$ cat config.mk
export PLATFORM = sky130hd
export DESIGN_NAME = keypad_scanner
export DESIGN_NICKNAME = d
export VERILOG_FILES = /design/src/rtl/keypad_scanner.sv
export SDC_FILE = /design/constraint.sdc
export NUM_CORES = 1
export LEC_CHECK = 0
export CAP_MARGIN = 10
export CELL_PAD_IN_SITES_DETAIL_PLACEMENT = 2
export CELL_PAD_IN_SITES_GLOBAL_PLACEMENT = 2
export CORE_MARGIN = 5
export CORE_UTILIZATION = 36
export CTS_CLUSTER_DIAMETER = 200
export CTS_CLUSTER_SIZE = 40
export DETAILED_ROUTE_END_ITERATION = 10
export PLACE_DENSITY = 0.81
export SKIP_CTS_REPAIR_TIMING = 1
export SLEW_MARGIN = 30
export SYNTH_ARGS = -nofsm -noshare
export SYNTH_HDL_FRONTEND = slang
export SYNTH_SLANG_ARGS = --single-unit
export TNS_END_PERCENT = 5
$ cat constraint.sdc
create_clock -name clock -period 2.4 [get_ports clock]
set_input_delay 0.24 -clock clock [delete_from_list [all_inputs] [get_ports clock]]
set_output_delay 0.24 -clock clock [all_outputs]
set_load 0.01 [all_outputs]
$ cat src/rtl/keypad_scanner.sv
// keypad_scanner: column-scan driver and debouncer for a 4x4 matrix keypad.
// Ports: clock, rst_n, row_in, col_out, col_idx, key_code/valid/ready, key_overrun.
module keypad_scanner #(
  parameter int SCAN_DIV = 1000,
  parameter int DEBOUNCE = 4
) (
  input  logic       clock,
  input  logic       rst_n,
  input  logic [3:0] row_in,
  output logic [3:0] col_out,
  output logic [1:0] col_idx,
  output logic [3:0] key_code,
  output logic       key_valid,
  input  logic       key_ready,
  output logic       key_overrun
);

  localparam int CW = (SCAN_DIV > 1) ? $clog2(SCAN_DIV) : 1;
  localparam int DW = $clog2(DEBOUNCE + 1);
  localparam logic [CW-1:0] CNT_MAX = CW'(SCAN_DIV - 1);
  localparam logic [DW-1:0] DB_N = DW'(DEBOUNCE);
  localparam logic DB_ONE = (DEBOUNCE == 1);

  typedef enum logic [1:0] {
    S_SCAN,
    S_DEB,
    S_HELD
  } state_t;

  state_t state, state_n;

  logic [3:0]    row_s1, rs;
  logic [CW-1:0] cnt;
  logic          tick;
  logic [3:0]    pat;
  logic [DW-1:0] match_cnt, rel_cnt;
  logic [DW-1:0] match_inc, rel_inc;

  logic [3:0] low, low_sel;
  logic       one_low, is_idle, match;
  logic [1:0] row_ix;
  logic [3:0] code_n;

  logic accept, col_adv;

  function automatic logic [3:0] col_dec(input logic [1:0] i);
    logic [3:0] c;
    unique case (i)
      2'd0: c = 4'b1110;
      2'd1: c = 4'b1101;
      2'd2: c = 4'b1011;
      2'd3: c = 4'b0111;
    endcase
    return c;
  endfunction

  // rows are asynchronous to clock
  always_ff @(posedge clock or negedge rst_n) begin
    if (!rst_n) begin
      row_s1 <= 4'hF;
      rs     <= 4'hF;
    end else begin
      row_s1 <= row_in;
      rs     <= row_s1;
    end
  end

  always_ff @(posedge clock or negedge rst_n) begin
    if (!rst_n) begin
      cnt <= '0;
    end else if (tick) begin
      cnt <= '0;
    end else begin
      cnt <= cnt + CW'(1);
    end
  end

  assign tick = (cnt == CNT_MAX);

  // row decode; only a lone low bit names a key
  assign low     = ~rs;
  assign one_low = (low != 4'd0) && ((low & (low - 4'd1)) == 4'd0);
  assign is_idle = (rs == 4'hF);
  assign match   = (rs == pat);
  assign low_sel = one_low ? low : 4'b0001;

  always_comb begin
    row_ix = 2'd0;
    unique case (1'b1)
      low_sel[0]: row_ix = 2'd0;
      low_sel[1]: row_ix = 2'd1;
      low_sel[2]: row_ix = 2'd2;
      low_sel[3]: row_ix = 2'd3;
      default:    row_ix = 2'd0;
    endcase
  end

  // (4*r + c + 1) mod 16
  assign code_n = {row_ix, col_idx} + 4'd1;

  assign match_inc = match_cnt + DW'(1);
  assign rel_inc   = rel_cnt + DW'(1);

  always_ff @(posedge clock or negedge rst_n) begin
    if (!rst_n) begin
      state <= S_SCAN;
    end else begin
      state <= state_n;
    end
  end

  always_comb begin
    state_n = state;
    if (tick) begin
      unique case (state)
        S_SCAN: begin
          if (one_low) begin
            state_n = DB_ONE ? S_HELD : S_DEB;
          end
        end
        S_DEB: begin
          if (!match) begin
            state_n = S_SCAN;
          end else if (match_inc == DB_N) begin
            state_n = S_HELD;
          end
        end
        S_HELD: begin
          if (is_idle && rel_inc == DB_N) begin
            state_n = S_SCAN;
          end
        end
        default: state_n = S_SCAN;
      endcase
    end
  end

  always_comb begin
    accept  = 1'b0;
    col_adv = 1'b0;
    if (tick) begin
      unique case (state)
        S_SCAN: begin
          accept  = one_low && DB_ONE;
          col_adv = !one_low;
        end
        S_DEB: begin
          accept  = match && (match_inc == DB_N);
          col_adv = !match;
        end
        S_HELD: begin
          col_adv = is_idle && (rel_inc == DB_N);
        end
        default: begin
          accept  = 1'b0;
          col_adv = 1'b1;
        end
      endcase
    end
  end

  always_ff @(posedge clock or negedge rst_n) begin
    if (!rst_n) begin
      pat       <= 4'hF;
      match_cnt <= '0;
      rel_cnt   <= '0;
    end else if (tick) begin
      unique case (state)
        S_SCAN: begin
          if (one_low) begin
            pat       <= rs;
            match_cnt <= DW'(1);
            rel_cnt   <= '0;
          end
        end
        S_DEB: begin
          if (match) begin
            match_cnt <= match_inc;
          end
          rel_cnt <= '0;
        end
        S_HELD: begin
          rel_cnt <= is_idle ? rel_inc : '0;
        end
        default: begin
          rel_cnt <= '0;
        end
      endcase
    end
  end

  always_ff @(posedge clock or negedge rst_n) begin
    if (!rst_n) begin
      col_idx <= 2'd0;
      col_out <= 4'b1110;
    end else if (col_adv) begin
      col_idx <= col_idx + 2'd1;
      col_out <= col_dec(col_idx + 2'd1);
    end
  end

  // a pending key is never overwritten unless it is taken this cycle
  always_ff @(posedge clock or negedge rst_n) begin
    if (!rst_n) begin
      key_code    <= 4'd0;
      key_valid   <= 1'b0;
      key_overrun <= 1'b0;
    end else begin
      key_overrun <= 1'b0;
      if (accept) begin
        if (!key_valid || key_ready) begin
          key_code  <= code_n;
          key_valid <= 1'b1;
        end else begin
          key_overrun <= 1'b1;
        end
      end else if (key_valid && key_ready) begin
        key_valid <= 1'b0;
      end
    end
  end

endmodule
## Yosys cells after proc, flatten, opt, wreduce, memory -nomap -nowiden

Cells that the tools add are included.
Widths: inputs -> output; s select.

| storage, ports and cells | value |
|---|---|
| bits in registers | 42 |
| output and inout bits | 12 |
| bits of input ports | 7 |

| operators by class | value |
|---|---|
| $add $sub $neg | 6 |
| muxes and demuxes | 24 |
| reductions and logical operators | 20 |
| equality and inequality tests | 15 |
| bitwise operators | 2 |

Operator list:

| kind | number |
|---|---|
| $pmux 4 s4 | 1 |
| $mux 3 | 4 |
| $pmux 2 s3 | 2 |
| $pmux 3 s2 | 2 |
| $add 10x1->10 const B | 1 |
| $eq 10x10->1 const B | 1 |
| $mux 10 | 1 |
| $mux 1 | 8 |
| $mux 2 | 4 |
| $reduce_and 4->1 | 2 |
| $add 3x1->3 const B | 2 |
| $eq 2x2->1 const B | 3 |
| $eq 3x3->1 const B | 2 |
| $ne 2x2->1 const B | 3 |
| $reduce_and 2->1 | 3 |
| $add 4x1->4 const B | 1 |
| $and 4x4->4 | 1 |
| $eq 2x1->1 const B | 2 |
| $eq 4x4->1 | 1 |
| $eq 4x4->1 const B | 1 |
| $logic_and 1x1->1 | 4 |
| $logic_not 2->1 | 2 |
| $logic_not 4->1 | 1 |
| $mux 4 | 1 |
| 11 further kinds | 14 |

## Longest topological paths before layout

Gate-level depths: netlist of run 1.

| logic depth | value |
|---|---|
| depth in word-level cells | 8 |
| mapped depth | 7 |
| gate-level depth less buffers | 6 |

## Worst setup path after synthesis of run 1

OpenSTA, ideal clock, no wires.

| timing path | value |
|---|---|
| path type | register to register |
| from | register cnt[0] |
| to | register col_idx[1] |
| arrival | 1916 ps |
| stages on the path, launching flop included | 7 |
| buffers on the path | 0 |
| library setup time | 125 ps |
| path slack | 359 ps |
| path through | dfrtp_1 -> ha_1 -> nand2_1 -> nor4_1 -> nand2b_1 -> o32ai_4 -> mux2_4 |

| on the way | value |
|---|---|
| word-level cells in the longest chain between the ends | 2 |

RTL lines:

| item | RTL line | source |
|---|---|---|
| start, declared | 33 | `logic [CW-1:0] cnt;` |
| start signal, assigned | 74 | `cnt <= cnt + CW'(1);` |
| $eq 10x10->1 | 78 | `assign tick = (cnt == CNT_MAX);` |
| $mux 1 | 141 | `if (tick) begin` |
| end signal, assigned | 197 | `col_idx <= col_idx + 2'd1;` |
| end, declared | 11 | `output logic [1:0] col_idx,` |

No other way between the ends.
A chain may end at the register's enable or synchronous reset.

## Worst setup path after layout of run 1

| timing path | value |
|---|---|
| from | register cnt[0] |
| to | register pat[3] |

| on the way | value |
|---|---|
| word-level cells in the longest chain between the ends | 2 |

RTL lines:

| item | RTL line | source |
|---|---|---|
| $eq 10x10->1 | 78 |  |
| $reduce_and 3->1 (no source line) | -- |  |
| end signal, assigned | 171 | `pat <= rs;` |
| end, declared | 35 | `logic [3:0] pat;` |

No other way between the ends.

==> impl_metrics.env, run 1 <==
export IMPL_synthCells=177
export IMPL_worstPathRequired_ns=2.63
export IMPL_drt_wl_total_um=4990
export IMPL_die_y_um=85.5
export IMPL_skew_ns=0.00770
export IMPL_use_met1_pct=16.7
export IMPL_pre_cts_slack_ns=0.0681
export IMPL_port_buffers=18
export IMPL_cp_num_buf_inv=0
export IMPL_grtUsageTotal_pct=14.9
export IMPL_nets=218
export IMPL_utilization_pct=44.4
export IMPL_timing_fmax_mhz=447
export IMPL_cts_tree="yes"
export IMPL_max_stage_delay_ns=0.44
export IMPL_drt_initial_drc_count=64
export IMPL_synth_area_um2=2050
export IMPL_drc_errors=0
export IMPL_synth_area_per_cell_um2=11.6
export IMPL_yosys_area_top_type="dfrtp_1"
export IMPL_ant_nets=0
export IMPL_combPwrFrac_pct=3.4
export IMPL_setup_ws_ns=0.165
export IMPL_final_max_slew_viol_count=0
export IMPL_yosysSeqAreaShare_pct=52.2
export IMPL_grt_use_met3_pct=4.27
export IMPL_grt_pass1_wl_um=8390
export IMPL_hold_path_class="input pin to flop"
export IMPL_clk_latency_ns=0.30
export IMPL_cp_top_family="simple AND/OR/NAND/NOR gates"
export IMPL_setup_viol=0
export IMPL_post_route_min_period_ns=2.24
export IMPL_final_area_um2=2440
export IMPL_synth_distinct_cells=44
export IMPL_p_int_uw=1050
export IMPL_post_place_cells=265
export IMPL_dr_pass1_iters=4
export IMPL_startpoint_type="flop"
export IMPL_synth_edf_count=0
export IMPL_ios=19
export IMPL_htreeDepth=2
export IMPL_rsz0062_at_grt="true"
export IMPL_synth_area_top_cells="dfrtp_1 33%, dfstp_2 19%, ha_1 6.1%, xnor2_1 4.3%, nand2_1 2.4%"
export IMPL_crit_slowest_cell="nor3b_2"
export IMPL_placed_area_um2=2320
export IMPL_arrival_ns=2.46
export IMPL_antenna_found_initial=0
export IMPL_ys_seq_elements=42
export IMPL_critPathMaxFanout=5
export IMPL_synth_ff_type="dfrtp_1"
export IMPL_rows=27
export IMPL_maxSlewHeadroom_pct=61.0
export IMPL_p_switching_uw=284
export IMPL_clock_root_buffer="clkbuf_8"
export IMPL_numCtsBuffers=5
export IMPL_routed_via_density=5.05
export IMPL_nFillCells=574
export IMPL_initial_core_util_pct=37.2
export IMPL_swShare_pct=21.2
export IMPL_antenna_cells=0
export IMPL_syn_to_final_growth_pct=19.2
export IMPL_gp_congestion=0.792
export IMPL_synth_common_cells="27 x dfrtp_1, 15 x dfstp_2, 13 x nand2_1, 12 x nor2_1"
export IMPL_dieArea_um2=7310
export IMPL_ir_worst_vdd_mv=0.356
export IMPL_synthesis_nets=194
export IMPL_wire_per_inst_um=18.2
export IMPL_dieWidth_um=85.5
export IMPL_num_vias=1384
export IMPL_hold_viol=0
export IMPL_cap_violations=0
export IMPL_cts_sinks=42
export IMPL_power_density_nw_per_um2=547
export IMPL_worst_hold_slack_ns=0.341
export IMPL_grt_ovfl_total=0
export IMPL_critical_path_class="flop to flop"
export IMPL_postSynth_asyncResetShare_pct=100
export IMPL_core_area_um2=5510
export IMPL_worst_slew_pin_slew_ns=0.581
export IMPL_drive_above_1_share_pct=19.8
export IMPL_crit_path_cell_trace="ha_1 -> nand2_2 -> nor4b_2 -> nand2b_1 -> nor3b_2 -> mux2_2"
export IMPL_clk_path_buf_depth=2
export IMPL_grt_pass1_vias=1646
export IMPL_yosysWarningCount=0
export IMPL_grt_max_degree=43
export IMPL_run_status="finished clean"
export IMPL_r2r_slack_ns=0.16
export IMPL_pwr_share_clk_pct=41.9
export IMPL_leakage_uw=0.00104
export IMPL_yosysMostFrequentCell="dfrtp_1"
export IMPL_seq_power_share_pct=54.7
export IMPL_end_kind="flop"
export IMPL_stdcell_count=274
export IMPL_finalCritPeriodShare_pct=93.1
export IMPL_hpwlAfterDp_um=3530
export IMPL_path_clk_slew_ns=0.08
export IMPL_met2_usage_pct=26.7
export IMPL_synth_top_area_share_pct=32.9
export IMPL_grt_busiest_layer="met2"
==> kinds of logic after synthesis <==
kind of cell / share of synthesized area [%]
simple gates: 17.0
flops: 52.2
compound gates: 8.48
mux: 7.08
buf+inv: 2.75
fa+ha+maj: 6.10
xor+xnor: 6.41
==> power groups by stage <==
stage	clock, uW	sequential (uW)	combinational [uW]
global route	604	732	51.2
CTS	579	730	45.8
global placement	0	742	41.9
floorplan	0	735	23.7
detailed placement	0	743	44.6
finish	560	730	45.6
==> cell type report <==
class	instances	area, um2	share of cell area (%)
clock inverter	1	30.0	1.23
sequential	42	1070	43.8
timing repair buffer	22	210	8.60
multi-input combinational	121	933	38.2
tap	72	90.1	3.69
clock buffer	7	76.3	3.12
inverter	9	33.8	1.38
==> flip-flops by register name, summed over array words and instances (netlist names) <==
| signal | cells |
|---|---|
| cnt | 10 |
| rel_cnt | 3 |
| col_out | 4 |
| key_code | 4 |
| key_valid | 1 |
| col_idx | 2 |
| row_s1 | 4 |
| pat | 4 |
| match_cnt | 3 |
| state | 2 |
| rs | 4 |
| key_overrun | 1 |
==> layer usage <==
metal	part of all wire, %	vias to the layer above
li1	-	655
met1	42	697
met2	53	23
met3	3.3	9
met4	1.7	0
met5	0	-
==> layout by cell type, fill, tap and decap left out, types with 9 or more instances in the layout <==
cell,instances
clkdlybuf4s50_1,17
dfrtp_1,27
dfstp_2,15
ha_1,10
inv_1,9
nand2_1,12
nor2_1,12
o21ai_0,9
xnor2_1,10
==> metrics by stage <==
stage | TNS (ns) | total power (uW)
3_5_place_dp | 0 | 788
4_1_cts | 0 | 1360
5_1_grt | -0.00419 | 1390
3_3_place_gp | 0 | 784
2_1_floorplan | 0 | 759
6_report | 0 | 1340
==> worst paths after layout <==
| kind | from | end | depth (start not counted) |
|---|---|---|---|
| max reg2reg | cnt[0] | pat[3] | 6 |
| max | cnt[0] | pat[3] | 6 |
| min reg2reg | row_s1[2] | rs[2] | 0 |
| max in group asynchronous | rst_n | pat[0] | 2 |
| min in group asynchronous | rst_n | rel_cnt[0] | 2 |
| min | row_in[0] | row_s1[0] | 1 |
(Power assumes the default switching activity.)
==> run 2: changes to the inputs <==
--- a/config.mk
+++ b/config.mk
@@ -8,6 +8,7 @@
 export CAP_MARGIN = 10
 export CELL_PAD_IN_SITES_DETAIL_PLACEMENT = 2
 export CELL_PAD_IN_SITES_GLOBAL_PLACEMENT = 2
+export CORE_ASPECT_RATIO = 0.6
 export CORE_MARGIN = 5
 export CORE_UTILIZATION = 36
 export CTS_CLUSTER_DIAMETER = 200
==> constraint.sdc (replaced) <==
create_clock -name clock -period 2.8 [get_ports clock]
set_input_delay 0.28 -clock clock [delete_from_list [all_inputs] [get_ports clock]]
set_output_delay 0.28 -clock clock [all_outputs]
set_load 0.01 [all_outputs]
==> run 2 against run 1 <==
Critical path depth unchanged. Critical endpoint is now col_idx[1]. Clock-buffer cell count unchanged. Highest routed layer unchanged. Power down 16%. Flip-flop and latch count unchanged. Via count up 2.0%. Critical path type unchanged. First-iteration DRC count down 22%.
==> impl_metrics.env, run 2 (synthesized netlist as in run 1, its figures left out) <==
export IMPL_run_status="finished clean"
export IMPL_mostFrequentLayoutCells="27 x dfrtp_1, 17 x clkdlybuf4s50_1, 15 x dfstp_2, 13 x nand2_1, 12 x nor2_1"
export IMPL_drc_errors=0
export IMPL_seq_power_share_pct=56.1
export IMPL_arrival_ns=2.53
export IMPL_startpoint_type="flop"
export IMPL_drive_above_1_share_pct=18.5
export IMPL_finalCritPeriodShare_pct=83.8
export IMPL_dieWidth_um=107
export IMPL_grtUsageTotal_pct=15.5
export IMPL_htreeDepth=2
export IMPL_utilization_pct=43.8
export IMPL_end_kind="flop"
export IMPL_r2r_slack_ns=0.45
export IMPL_top_layer="met4"
export IMPL_combPwrFrac_pct=3.5
export IMPL_port_buffers=18
export IMPL_post_place_cells=271
export IMPL_setup_ws_ns=0.453
export IMPL_nets=216
export IMPL_num_vias=1412
export IMPL_cts_tree="yes"
export IMPL_timing_fmax_mhz=426
export IMPL_hold_viol=0
export IMPL_largest_reg_flops=10
export IMPL_pre_cts_slack_ns=0.490
export IMPL_route_met3_wl_um=115
export IMPL_cap_violations=0
export IMPL_antenna_found_initial=0
export IMPL_worst_slew_pin_slew_ns=0.539
export IMPL_p_int_uw=866
export IMPL_ir_worst_vdd_mv=0.206
export IMPL_antenna_cells=0
export IMPL_hpwlAfterDp_um=3700
export IMPL_syn_to_final_growth_pct=18.4
export IMPL_drt_wl_total_um=4910
export IMPL_rsz0062_at_grt="false"
export IMPL_cp_top_family="simple AND/OR/NAND/NOR gates"
export IMPL_stdcell_count=280
export IMPL_grt_pass1_vias=1586
export IMPL_grt_max_degree=43
export IMPL_clk_path_buf_depth=2
export IMPL_core_area_um2=5540
export IMPL_crit_path_cell_trace="ha_1 -> nand2_1 -> nor4_1 -> nand2b_1 -> o32ai_4 -> mux2_4"
export IMPL_pwr_share_clk_pct=40.4
export IMPL_worstPathRequired_ns=2.99
export IMPL_cp_num_buf_inv=0
export IMPL_hold_path_class="flop to flop"
export IMPL_numCtsBuffers=5
export IMPL_final_area_um2=2430
export IMPL_skew_ns=0.00654
export IMPL_cts_sinks=42
export IMPL_gp_congestion=0.860
export IMPL_routed_via_density=5.04
export IMPL_dr_pass1_iters=4
export IMPL_setup_tns_ns=0
export IMPL_path_clk_slew_ns=0.09
export IMPL_grt_pass1_wl_um=8470
export IMPL_met2_length_um=2240
export IMPL_drt_initial_drc_count=50
export IMPL_critPathMaxFanout=6
export IMPL_setup_viol=0
export IMPL_wire_per_inst_um=17.6
export IMPL_clk_latency_ns=0.30
export IMPL_post_route_min_period_ns=2.35
export IMPL_wl_met1_um=2490
export IMPL_largest_register="cnt"
export IMPL_crit_slowest_cell="o32ai_4"
export IMPL_critical_path_class="flop to flop"
export IMPL_dieArea_um2=7360
export IMPL_rows=21
export IMPL_p_switching_uw=252
export IMPL_placed_area_um2=2310
export IMPL_max_stage_delay_ns=0.50
export IMPL_power_density_nw_per_um2=460
export IMPL_grt_ovfl_total=0
export IMPL_maxSlewHeadroom_pct=63.8
export IMPL_initial_core_util_pct=37.0
export IMPL_layout_commonest_cell="dfrtp_1"
export IMPL_ant_nets=0
export IMPL_clock_root_buffer="clkbuf_8"
export IMPL_leakage_uw=0.00103
export IMPL_die_y_um=68.5
export IMPL_ios=19
export IMPL_swShare_pct=22.5
export IMPL_final_max_slew_viol_count=0
==> run 2: per-stage QoR <==
stage          hold slack, ns  power, uW
2_1_floorplan         -0.0156        651
3_3_place_gp            0.346        673
3_5_place_dp            0.350        677
4_1_cts                 0.150       1130
5_1_grt                 0.363       1170
6_report                0.359       1120
==> run 2: worst paths after layout <==
check,startpoint,end,depth (start not counted)
worst max-delay path,cnt[0],col_idx[1],6
worst min-delay path,row_s1[1],rs[1],0
worst max register to register,cnt[0],col_idx[1],6
worst min register to register,row_s1[1],rs[1],0
max in group asynchronous,rst_n,row_s1[3],2
min in group asynchronous,rst_n,match_cnt[0],2
==> run 2: layer usage <==
metal / vias to the layer above / global-route usage, %
li1: 654 / -
met1: 735 / 21.2
met2: 17 / 24.3
met3: 6 / 3.86
met4: 0 / 4.88
met5: - / 0
==> run 2: power by group through the flow <==
stage	clock network (uW)	logic, uW	registers [uW]
after global placement	0	36.7	637
after detailed placement	0	39.3	637
after floorplan	0	20.3	630
after global routing	495	44.8	628
after CTS	463	39.6	627
final	451	39.4	626
==> run 2: final cells by class <==
class	count	area (um2)
clock buffers	7	97.6
clock inverters	1	6.26
fillers	581	3120
inverters	9	33.8
multi-input cells	121	925
flip-flops and latches	42	1070
well taps	80	100
repair buffers	20	195
==> run 3: changes to the inputs <==
==> constraint.sdc (replaced) <==
create_clock -name clock -period 2.4 [get_ports clock]
set_input_delay 0.24 -clock clock [delete_from_list [all_inputs] [get_ports clock]]
set_output_delay 0.24 -clock clock [all_outputs]
set_load 0.01 [all_outputs]
==> run 3 against run 2 <==
Worst hold slack got worse by 0.0061 ns. Flip-flop and latch count unchanged. Non-clock buffer count increased by 2. Via count up 1.4%. Wire length grew 6.9%. Design area grew 0.62%. Register-to-register slack lost 0.35 ns. Clock power is 4.4% higher. Critical path type unchanged.
==> impl_metrics.env, run 3 (synthesized netlist as in run 1, its figures left out) <==
export IMPL_run_status="finished clean"
export IMPL_dr_pass1_iters=4
export IMPL_wire_per_inst_um=18.6
export IMPL_post_route_min_period_ns=2.29
export IMPL_crit_path_cell_trace="ha_1 -> nand2_1 -> or4_4 -> nor4_4 -> nand4_2 -> mux2_1"
export IMPL_port_buffers=18
export IMPL_rows=21
export IMPL_finalCritPeriodShare_pct=95.6
export IMPL_mostFrequentLayoutCells="27 x dfrtp_1, 17 x clkdlybuf4s50_1, 15 x dfstp_2, 13 x nand2_1, 12 x nor2_1"
export IMPL_antenna_found_initial=0
export IMPL_path_clk_slew_ns=0.08
export IMPL_max_stage_delay_ns=0.46
export IMPL_drive_above_1_share_pct=19.8
export IMPL_p_int_uw=973
export IMPL_syn_to_final_growth_pct=19.1
export IMPL_power_density_nw_per_um2=511
export IMPL_swShare_pct=22.1
export IMPL_grt_max_degree=43
export IMPL_initial_core_util_pct=37.0
export IMPL_arrival_ns=2.48
export IMPL_core_area_um2=5540
export IMPL_grt_pass1_wl_um=8580
export IMPL_final_area_um2=2440
export IMPL_r2r_start="cnt[0]"
export IMPL_hold_viol=0
export IMPL_antenna_cells=0
export IMPL_cts_tree="yes"
export IMPL_r2r_end="key_code[1]"
export IMPL_startpoint_type="flop"
export IMPL_clk_path_buf_depth=2
export IMPL_final_max_slew_viol_count=0
export IMPL_setup_ws_ns=0.106
export IMPL_worstPathRequired_ns=2.58
export IMPL_skew_ns=0.0110
export IMPL_clock_root_buffer="clkbuf_8"
export IMPL_hpwlAfterDp_um=3950
export IMPL_hold_end="row_s1[1]"
export IMPL_setup_viol=0
export IMPL_drc_errors=0
export IMPL_worst_slew_pin_slew_ns=0.568
export IMPL_cp_top_family="simple AND/OR/NAND/NOR gates"
export IMPL_hold_path_class="input pin to flop"
export IMPL_grt_pass1_vias=1619
export IMPL_combPwrFrac_pct=3.8
export IMPL_placed_area_um2=2330
export IMPL_end_kind="flop"
export IMPL_gp_congestion=0.734
export IMPL_dieWidth_um=107
export IMPL_drt_initial_drc_count=45
export IMPL_ff2ff_path_depth=6
export IMPL_pre_cts_slack_ns=0.0588
export IMPL_utilization_pct=44.1
export IMPL_nFillCells=578
export IMPL_grt_ovfl_total=0
export IMPL_grtUsageTotal_pct=16.1
export IMPL_cts_sinks=42
export IMPL_multi_input_area_um2=937
export IMPL_ir_worst_vdd_mv=0.197
export IMPL_ios=19
export IMPL_min_path_cells=1
export IMPL_power_uw=1250
export IMPL_htreeDepth=2
export IMPL_die_y_um=68.5
export IMPL_cap_violations=0
export IMPL_ant_nets=0
export IMPL_routed_via_density=5.08
export IMPL_critical_path_class="flop to flop"
export IMPL_largest_register="cnt"
export IMPL_drt_wl_total_um=5250
export IMPL_num_vias=1432
export IMPL_layout_area_seq_um2=1070
export IMPL_nets=218
export IMPL_crit_slowest_cell="or4_4"
export IMPL_pwr_share_clk_pct=37.7
export IMPL_layout_commonest_cell="dfrtp_1"
export IMPL_cp_num_buf_inv=0
export IMPL_rsz0062_at_grt="true"
export IMPL_maxSlewHeadroom_pct=61.8
export IMPL_leakage_uw=0.00104
export IMPL_p_switching_uw=276
export IMPL_dieArea_um2=7360
export IMPL_hp_start="row_in[1]"
export IMPL_seq_power_share_pct=58.5
export IMPL_r2r_slack_ns=0.11
export IMPL_largest_reg_flops=10
export IMPL_clk_latency_ns=0.30
export IMPL_critPathMaxFanout=5
export IMPL_numCtsBuffers=5
export IMPL_crit_start="cnt[0]"
export IMPL_timing_fmax_mhz=436
-- run 3: final cells by class --
class	count	share of cell area, %
clock inverter	1	0.205
sequential	42	43.8
timing repair buffer	22	8.61
tap	80	4.10
multi-input combinational	121	38.4
inverter	9	1.38
clock buffer	7	3.53
-- run 3: worst max-delay path by stage --
stage / end / slack, ns / depth (start not counted)
after CTS: col_out[3] / 0.003 / 7
after global routing: col_out[3] / -0.02 / 7
after global placement: col_out[1] / 0.24 / 7
after detailed placement: col_out[3] / 0.06 / 7
final: key_code[1] / 0.11 / 6
after floorplan: col_idx[1] / 0.36 / 6
-- run 3: layer usage --
metal  part of all wire (%)  GRT usage [%]
met1                     46           20.1
met2                     51           27.9
met5                      0              0
met4                    1.6           5.67
met3                    2.1           3.68
-- run 3: stage by stage --
| stage | std cells | setup TNS, ns | hold slack, ns |
|---|---|---|---|
| floorplan | 177 | 0 | -0.0556 |
| global placement | 273 | 0 | 0.346 |
| detailed placement | 273 | 0 | 0.348 |
| CTS | 281 | 0 | 0.0969 |
| global route | 282 | -0.0321 | 0.348 |
| finish | 282 | 0 | 0.353 |
-- run 3: power by group through the flow --
stage               clock network (uW)  logic [uW]  registers, uW
floorplan                            0        23.7            735
global placement                     0        42.4            742
detailed placement                   0        45.4            744
CTS                                496        46.1            732
global route                       519        53.2            733
finish                             471        47.0            731
